**src/rtl/obi_timeout_bridge.sv**
```systemverilog
// OBI single-outstanding bridge with a response timeout.
// Forwards one upstream OBI transaction at a time to a downstream peripheral
// and synthesises an error response if the peripheral does not answer within
// TIMEOUT cycles of the downstream request being raised.
//
// Handshake summary: upstream s_req is accepted on a rising edge where
// s_req=1 and s_gnt=1 (s_gnt is high only in IDLE outside reset); downstream
// p_req is held with a stable payload until the rising edge where p_gnt=1;
// p_rvalid is a single-cycle pulse honoured only while waiting for it; s_rvalid
// is a single-cycle pulse carrying s_rdata/s_err, which hold afterwards.
module obi_timeout_bridge #(
  parameter int          ADDR_W   = 24,
  parameter int          TIMEOUT  = 16,
  parameter logic [31:0] ERR_DATA = 32'hDEADBEEF
) (
  input  logic              clk,
  input  logic              rst,
  input  logic              s_req,
  output logic              s_gnt,
  input  logic              s_we,
  input  logic [3:0]        s_be,
  input  logic [ADDR_W-1:0] s_addr,
  input  logic [31:0]       s_wdata,
  output logic              s_rvalid,
  output logic [31:0]       s_rdata,
  output logic              s_err,
  output logic              p_req,
  output logic              p_we,
  output logic [3:0]        p_be,
  output logic [ADDR_W-1:0] p_addr,
  output logic [31:0]       p_wdata,
  input  logic              p_gnt,
  input  logic              p_rvalid,
  input  logic [31:0]       p_rdata,
  output logic [7:0]        timeout_cnt,
  output logic [1:0]        o_dbg_state
);

  typedef enum logic [1:0] {
    ST_IDLE = 2'd0,
    ST_REQ  = 2'd1,
    ST_WAIT = 2'd2,
    ST_RESP = 2'd3
  } state_t;

  // Last wait-counter value before the bridge gives up on the peripheral.
  localparam logic [7:0] TO_LAST = 8'(TIMEOUT - 1);

  state_t              r_state;
  logic [7:0]          r_wait_cnt;
  logic [7:0]          r_tcnt;
  logic                r_p_req;
  logic                r_p_we;
  logic [3:0]          r_p_be;
  logic [ADDR_W-1:0]   r_p_addr;
  logic [31:0]         r_p_wdata;
  logic                r_s_rvalid;
  logic [31:0]         r_s_rdata;
  logic                r_s_err;
  logic                w_timeout;

  assign w_timeout = (r_wait_cnt == TO_LAST);

  // Grant only when idle; reset masks it so nothing is accepted during reset.
  assign s_gnt       = (r_state == ST_IDLE) && !rst;
  assign s_rvalid    = r_s_rvalid;
  assign s_rdata     = r_s_rdata;
  assign s_err       = r_s_err;
  assign p_req       = r_p_req;
  assign p_we        = r_p_we;
  assign p_be        = r_p_be;
  assign p_addr      = r_p_addr;
  assign p_wdata     = r_p_wdata;
  assign timeout_cnt = r_tcnt;
  assign o_dbg_state = r_state;

  // Transaction FSM: capture, request, wait for response or timeout, respond.
  always_ff @(posedge clk) begin
    if (rst) begin
      r_state    <= ST_IDLE;
      r_wait_cnt <= 8'd0;
      r_tcnt     <= 8'd0;
      r_p_req    <= 1'b0;
      r_p_we     <= 1'b0;
      r_p_be     <= 4'd0;
      r_p_addr   <= '0;
      r_p_wdata  <= 32'd0;
      r_s_rvalid <= 1'b0;
      r_s_rdata  <= 32'd0;
      r_s_err    <= 1'b0;
    end else begin
      r_s_rvalid <= 1'b0;
      case (r_state)
        ST_IDLE: begin
          if (s_req) begin
            r_p_we     <= s_we;
            r_p_be     <= s_be;
            r_p_addr   <= s_addr;
            r_p_wdata  <= s_wdata;
            r_wait_cnt <= 8'd0;
            r_p_req    <= 1'b1;
            r_state    <= ST_REQ;
          end
        end
        ST_REQ: begin
          r_wait_cnt <= r_wait_cnt + 8'd1;
          // A timeout takes priority over a grant arriving on the same cycle.
          if (w_timeout) begin
            r_p_req    <= 1'b0;
            r_s_rvalid <= 1'b1;
            r_s_err    <= 1'b1;
            r_s_rdata  <= r_p_we ? 32'd0 : ERR_DATA;
            if (r_tcnt != 8'hFF) r_tcnt <= r_tcnt + 8'd1;
            r_state    <= ST_RESP;
          end else if (p_gnt) begin
            r_p_req <= 1'b0;
            r_state <= ST_WAIT;
          end
        end
        ST_WAIT: begin
          r_wait_cnt <= r_wait_cnt + 8'd1;
          // A response on the timeout cycle still counts as a normal response.
          if (p_rvalid) begin
            r_s_rvalid <= 1'b1;
            r_s_err    <= 1'b0;
            r_s_rdata  <= r_p_we ? 32'd0 : p_rdata;
            r_state    <= ST_RESP;
          end else if (w_timeout) begin
            r_s_rvalid <= 1'b1;
            r_s_err    <= 1'b1;
            r_s_rdata  <= r_p_we ? 32'd0 : ERR_DATA;
            if (r_tcnt != 8'hFF) r_tcnt <= r_tcnt + 8'd1;
            r_state    <= ST_RESP;
          end
        end
        ST_RESP: begin
          r_state <= ST_IDLE;
        end
        default: begin
          r_state <= ST_IDLE;
        end
      endcase
    end
  end

endmodule

```
**config.mk**
```make
export PLATFORM = sky130hd
export DESIGN_NAME = obi_timeout_bridge
export DESIGN_NICKNAME = d
export VERILOG_FILES = /design/src/rtl/obi_timeout_bridge.sv
export SDC_FILE = /design/constraint.sdc
export NUM_CORES = 1
export LEC_CHECK = 0
export CAP_MARGIN = 20
export CORE_ASPECT_RATIO = 0.7
export CORE_MARGIN = 10
export CORE_UTILIZATION = 35
export CTS_CLUSTER_DIAMETER = 80
export DETAILED_ROUTE_END_ITERATION = 8
export PLACE_DENSITY = 0.73
export SLEW_MARGIN = 0
export SYNTH_ARGS = -nofsm -noshare
export SYNTH_HDL_FRONTEND = slang
export SYNTH_SLANG_ARGS = --single-unit
export TNS_END_PERCENT = 30
```
**constraint.sdc**
```tcl
create_clock -name clk -period 1.8 [get_ports clk]
set_input_delay 0.45 -clock clk [delete_from_list [all_inputs] [get_ports clk]]
set_output_delay 0.45 -clock clk [all_outputs]
set_load 0.05 [all_outputs]
```
==> impl_metrics.json, run 1 <==
{
  "place_area_um2": 6480,
  "critical_path.cell_chain": "inv_4 -> buf_4 -> ha_4 -> nand2_4 -> nand3_4 -> buf_4 -> nor4_4 -> mux2_1",
  "insertion_delay_ns": 0.41,
  "cpMostUsedCell": "buf_4",
  "rsz0062_at_grt": "yes",
  "grt_pass1_vias": 4396,
  "total_power_uw": 10200,
  "grt_pass1_wl_um": 23000,
  "drt-vias-per-instance": 5.01,
  "die-area_um2": 17100,
  "tritoncts": "built",
  "stdcell_count": 878,
  "synth_edf_count": 0,
  "syn_nets": 585,
  "arrival_ns": 2.07,
  "gr-total-overflow": 0,
  "worstPathMaxFanout": 5,
  "cts_max_level": 4,
  "antenna_left": 0,
  "initial_core_util": 0.362,
  "setup_violations": 0,
  "slowest_delay_ns": 0.36,
  "grt_util_all_layers": 0.163,
  "layout_common_cells": "136 x buf_4, 128 x nand2_1, 102 x dfxtp_1",
  "pre_cts_slack_ns": -0.361,
  "drtIter0Drc": 201,
  "min_period_ns": 1.77,
  "hpwl_um": 10700,
  "slew_headroom": 0.610,
  "cts_buffer_depth": 2,
  "yosysUniqueCellTypes": 51,
  "wl_per_cell_um": 16.7,
  "core_um2": 11900,
  "drive_gt1_frac": 0.301,
  "fp.dieW_um": 152,
  "slew_violations": 0,
  "drtPass1Iterations": 4,
  "yosysSeqAreaShare": 0.533,
  "clkTransAtPathRegs_ns": 0.06,
  "cp_top_family": "simple AND/OR/NAND/NOR gates",
  "drt_wl_total_um": 14700,
  "mostFrequentLayoutCell": "buf_4",
  "skew_ns": 0.00953,
  "root_buffer": "clkbuf_16",
  "worstPathRequired_ns": 2.10,
  "final_area_um2": 7290,
  "gp_congestion": 0.843,
  "async_flop_share": 0,
  "synth-seq-cells": 114,
  "place_inst": 840,
  "antenna_found_initial": 0,
  "clkSinkCount": 114,
  "ys.flop_type": "dfxtp_1",
  "synth_area_um2": 4280,
  "vias": 4398,
  "drc": 0,
  "fin_ws_ns": 0.0279,
  "synth_warnings": 0,
  "hold_violations": 0,
  "startpoint_type": "register",
  "port_buffers": 204,
  "ios": 205,
  "critPathBufInv": 3,
  "p_leak_uw": 0.00301,
  "min_path_type": "reg -> reg",
  "area_growth_pct": 70.1,
  "fin_crit_sh": 0.985,
  "max_freq_mhz": 564,
  "cp-end-kind": "register",
  "drv_cap": 0,
  "status": "finished, final reports clean",
  "fin_nets": 812,
  "grt_max_degree": 58,
  "ir_drop_mv": 0.735,
  "fp.dieH_um": 113,
  "crit_type": "reg -> reg",
  "syn_area_per_cell_um2": 8.91,
  "diodes": 0,
  "pwr_density_cell_nw_per_um2": 1390,
  "cts_made_buffers": 17,
  "rows": 33,
  "fillerInstances": 1002,
  "worst_slew_pin_slew_ns": 0.584,
  "slowest_stage": "dfxtp_4",
  "syn_inst": 481
}
cell usage after synthesis (all sizes together), types with 2 or more instances:
cell type | n | share of area
nand2 | 130 | 0.11
a221o | 24 | 0.056
nor3b | 3 | 0.0079
buf | 12 | 0.015
nor2 | 12 | 0.011
ha | 6 | 0.018
nor3 | 4 | 0.0047
nand2b | 5 | 0.0073
nand3 | 7 | 0.0093
mux2i | 3 | 0.0070
and3 | 4 | 0.0058
or3 | 2 | 0.0029
dfxtp | 114 | 0.53
nor2b | 4 | 0.0058
xnor2 | 4 | 0.0082
a22o | 8 | 0.016
or4 | 3 | 0.0053
o31ai | 4 | 0.0070
clkbuf | 21 | 0.018
a21oi | 74 | 0.086
o21ai | 5 | 0.0058
inv | 6 | 0.0053
a21o | 3 | 0.0053
mux2 | 2 | 0.0053
path summary, 6_finish.rpt:
kind	start	end	slack (ns)	depth (start not counted)
worst min-delay path	p_wdata[23]$_SDFFE_PP0P_	p_wdata[23]$_SDFFE_PP0P_	0.45	2
worst max register to register	o_dbg_state[0]$_SDFFE_PP0P_	timeout_cnt[6]$_SDFFE_PP0P_	0.03	8
worst max-delay path	o_dbg_state[0]$_SDFFE_PP0P_	timeout_cnt[6]$_SDFFE_PP0P_	0.03	8
worst min register to register	p_wdata[23]$_SDFFE_PP0P_	p_wdata[23]$_SDFFE_PP0P_	0.45	2
sequential cells by signal (all words and copies together) (netlist names):
name,cells
p_we,1
s_rdata,32
p_addr,24
o_dbg_state,2
p_req,1
r_wait_cnt,8
timeout_cnt,8
p_be,4
p_wdata,32
s_err,1
s_rvalid,1
layout make-up:
class / count / area (µm²) / area share
flip-flops and latches: 114 / 2310 / 0.317
repair buffers: 240 / 2130 / 0.293
multi-input cells: 329 / 2010 / 0.275
clock buffers: 18 / 439 / 0.0603
well taps: 157 / 196 / 0.0270
clock inverters: 14 / 179 / 0.0246
inverters: 6 / 27.5 / 0.00378
through the flow:
step,util,setup TNS [ns],hold WS (ns)
finish,0.615,0,0.452
CTS,0.606,0,0.455
global placement,0.547,-8.86,0.442
floorplan,-,-1.80,0.457
detailed placement,0.547,-11.60,0.448
global route,0.615,-0.0758,0.467
kinds of logic (layout without fill, tap and decap cells):
group	count (synthesis)	count (layout)	synth area share
muxes	5	5	0.0123
adders and majority gates	6	6	0.0175
buffers and inverters	39	278	0.0386
xor gates and xnor gates	4	4	0.00818
and+or+nand+nor	186	187	0.197
AOI/OAI and AO/OA	127	127	0.193
DFF	114	114	0.533
report_power, final:
group          internal (µW)  switching, µW
clock                   2230           1250
combinational           1340           2310
sequential              2850            175
tightest hold or removal path: cells and delay by family, from the launching register on:
| family | cells | cell delay, ns |
|---|---|---|
| AND/OR/NAND/NOR | 1 | 0.05 |
| AO/OA/AOI/OAI | 1 | 0.05 |
| flip-flops | 1 | 0.30 |
what timing repair did:
| item | CTS | global route |
|---|---|---|
| endpoints found under the setup margin | 26 | 32 |
| pin swaps | 4 | 5 |
| hold buffers | 0 | 0 |
| cloned | 0 | 2 |
| resized for setup | 15 | 13 |
| setup buffers | 2 | 2 |
routing by layer:
metal,vias to the layer above,part of all wire,wire length (µm),GRT usage
li1,2142,-,-,-
met3,16,0.11,1670,0.0862
met5,-,0,0,0
met1,2079,0.42,6200,0.189
met4,0,0.010,150,0.0582
met2,161,0.45,6690,0.251
Note: power is estimated with default switching activity, not from simulation.
==> inputs of run 2 (changes only) <==
- CORE_UTILIZATION: 35 -> 37
- PLACE_DENSITY: 0.73 -> 0.77
==> impl_metrics.json, run 2 (synthesis results as in run 1) <==
{
  "min_path_type": "reg -> reg",
  "fp.dieH_um": 110,
  "hold_violations": 0,
  "drtPass1Iterations": 4,
  "clkTransAtPathRegs_ns": 0.06,
  "setup_violations": 0,
  "ios": 205,
  "drt_wl_total_um": 14900,
  "r2r_cells": 8,
  "critPathBufInv": 3,
  "critical_path.cell_chain": "inv_4 -> buf_4 -> ha_4 -> nand2_4 -> nand3_4 -> buf_6 -> or4_1 -> a21oi_2",
  "die-area_um2": 16400,
  "gr-total-overflow": 0,
  "grt_pass1_wl_um": 22900,
  "cp-end-kind": "register",
  "arrival_ns": 2.12,
  "drc": 0,
  "worstPathRequired_ns": 2.15,
  "cts_max_level": 4,
  "worst_slew_pin_slew_ns": 0.534,
  "mostFrequentLayoutCell": "buf_4",
  "cts_hold_buf": 0,
  "total_power_uw": 10000,
  "grt_max_degree": 62,
  "crit_type": "reg -> reg",
  "final_core_util": 0.646,
  "rsz0062_at_grt": "yes",
  "rrSetupSlack_ns": 0.03,
  "drive_gt1_frac": 0.302,
  "initial_core_util": 0.384,
  "reg2reg_to": "timeout_cnt[7]$_SDFFE_PP0P_",
  "drv_cap": 0,
  "clkSinkCount": 114,
  "p_leak_uw": 0.00298,
  "drtIter0Drc": 211,
  "fin_nets": 809,
  "core_um2": 11200,
  "final_area_um2": 7220,
  "worstHoldEndpoint": "p_addr[21]$_SDFFE_PP0P_",
  "port_buffers": 204,
  "gp_congestion": 0.907,
  "min_period_ns": 1.77,
  "slew_headroom": 0.643,
  "slowest_delay_ns": 0.53,
  "rows": 32,
  "area_growth_pct": 68.5,
  "stdcell_count": 871,
  "skew_ns": 0.00879,
  "cts_buffer_depth": 2,
  "place_area_um2": 6460,
  "ir_drop_mv": 0.710,
  "tritoncts": "built",
  "worstPathMaxFanout": 8,
  "insertion_delay_ns": 0.41,
  "hold-path-cell-count": 2,
  "hpwl_um": 10900,
  "antenna_found_initial": 0,
  "hp-start": "p_addr[21]$_SDFFE_PP0P_",
  "wl_per_cell_um": 17.1,
  "drt-vias-per-instance": 5.01,
  "max_freq_mhz": 565,
  "place_inst": 838,
  "grt_pass1_vias": 4416,
  "status": "finished, final reports clean",
  "startpoint_type": "register",
  "cts_made_buffers": 17,
  "r2r_start": "o_dbg_state[0]$_SDFFE_PP0P_",
  "cp_top_family": "simple AND/OR/NAND/NOR gates",
  "fp.dieW_um": 149,
  "slew_violations": 0,
  "slowest_stage": "or4_1",
  "fillerInstances": 888,
  "grt_util_all_layers": 0.175,
  "layout_common_cells": "135 x buf_4, 128 x nand2_1, 102 x dfxtp_1",
  "root_buffer": "clkbuf_16",
  "pwr_density_cell_nw_per_um2": 1390,
  "diodes": 0,
  "antenna_left": 0,
  "fin_crit_sh": 0.983,
  "vias": 4367
}
[run 2: cell count changes in the layout (fill, tap and decap cells not counted), moves of 2 or more]
| cell | before | now |
|---|---|---|
| buf_12 | 6 | 4 |
| inv_6 | 3 | 5 |
| a21oi_2 | 2 | 4 |
| inv_8 | 0 | 2 |
| a21oi_1 | 72 | 70 |
[run 2: metal layers]
| layer | GRT usage | wire (µm) |
|---|---|---|
| met2 | 0.284 | 7020 |
| met1 | 0.199 | 6230 |
| met5 | 0 | 0 |
| met3 | 0.0871 | 1500 |
| met4 | 0.0543 | 159 |
[run 2: cell type report]
class	count	area, µm²	share of cell area
sequential	114	2310	0.320
timing repair buffer	238	2090	0.289
multi-input combinational	328	2010	0.278
clock buffer	17	425	0.0589
tap	153	191	0.0265
clock inverter	15	173	0.0239
inverter	6	27.5	0.00381
[run 2: worst max path at each step]
stage,startpoint,to,cells after the start
6_report,o_dbg_state[0]$_SDFFE_PP0P_,timeout_cnt[7]$_SDFFE_PP0P_,8
2_1_floorplan,o_dbg_state[1]$_SDFFE_PP0P_,s_rdata[10]$_SDFFE_PP0P_,8
3_5_place_dp,p_rvalid,s_rdata[16]$_SDFFE_PP0P_,5
4_1_cts,r_wait_cnt[0]$_SDFFE_PP0P_,timeout_cnt[4]$_SDFFE_PP0P_,6
3_3_place_gp,p_rvalid,s_rdata[25]$_SDFFE_PP0P_,5
5_1_grt,o_dbg_state[1]$_SDFFE_PP0P_,timeout_cnt[5]$_SDFFE_PP0P_,8
[run 2: worst reg2reg max path: stages, from the launching register on]
cell,delay (ns)
dfxtp_4,0.36
inv_4,0.04
buf_4,0.14
ha_4,0.18
nand2_4,0.08
nand3_4,0.08
buf_6,0.15
or4_1,0.54
a21oi_2,0.15
[run 2: what timing repair did]
item / in CTS / in global routing
buffers inserted: 0 / 1
pin swaps: 2 / 6
resized for setup: 10 / 22
endpoints found under the setup margin: 30 / 45
[run 2: report_power, final]
part | total [µW] | switching (µW) | leakage, µW | internal [µW]
logic | 3580 | 2270 | 0.00176 | 1310
registers | 3030 | 186 | 0.000935 | 2850
clock network | 3400 | 1320 | 0.000289 | 2080
[run 2: stage by stage]
| step | setup TNS, ns | hold WS, ns | setup WS, ns |
|---|---|---|---|
| 6_report | 0 | 0.454 | 0.0298 |
| 5_1_grt | -0.129 | 0.467 | -0.0288 |
| 4_1_cts | -0.173 | 0.447 | -0.0256 |
| 3_5_place_dp | -7.11 | 0.448 | -0.271 |
| 3_3_place_gp | -4.84 | 0.443 | -0.185 |
| 2_1_floorplan | -1.80 | 0.457 | -0.0885 |
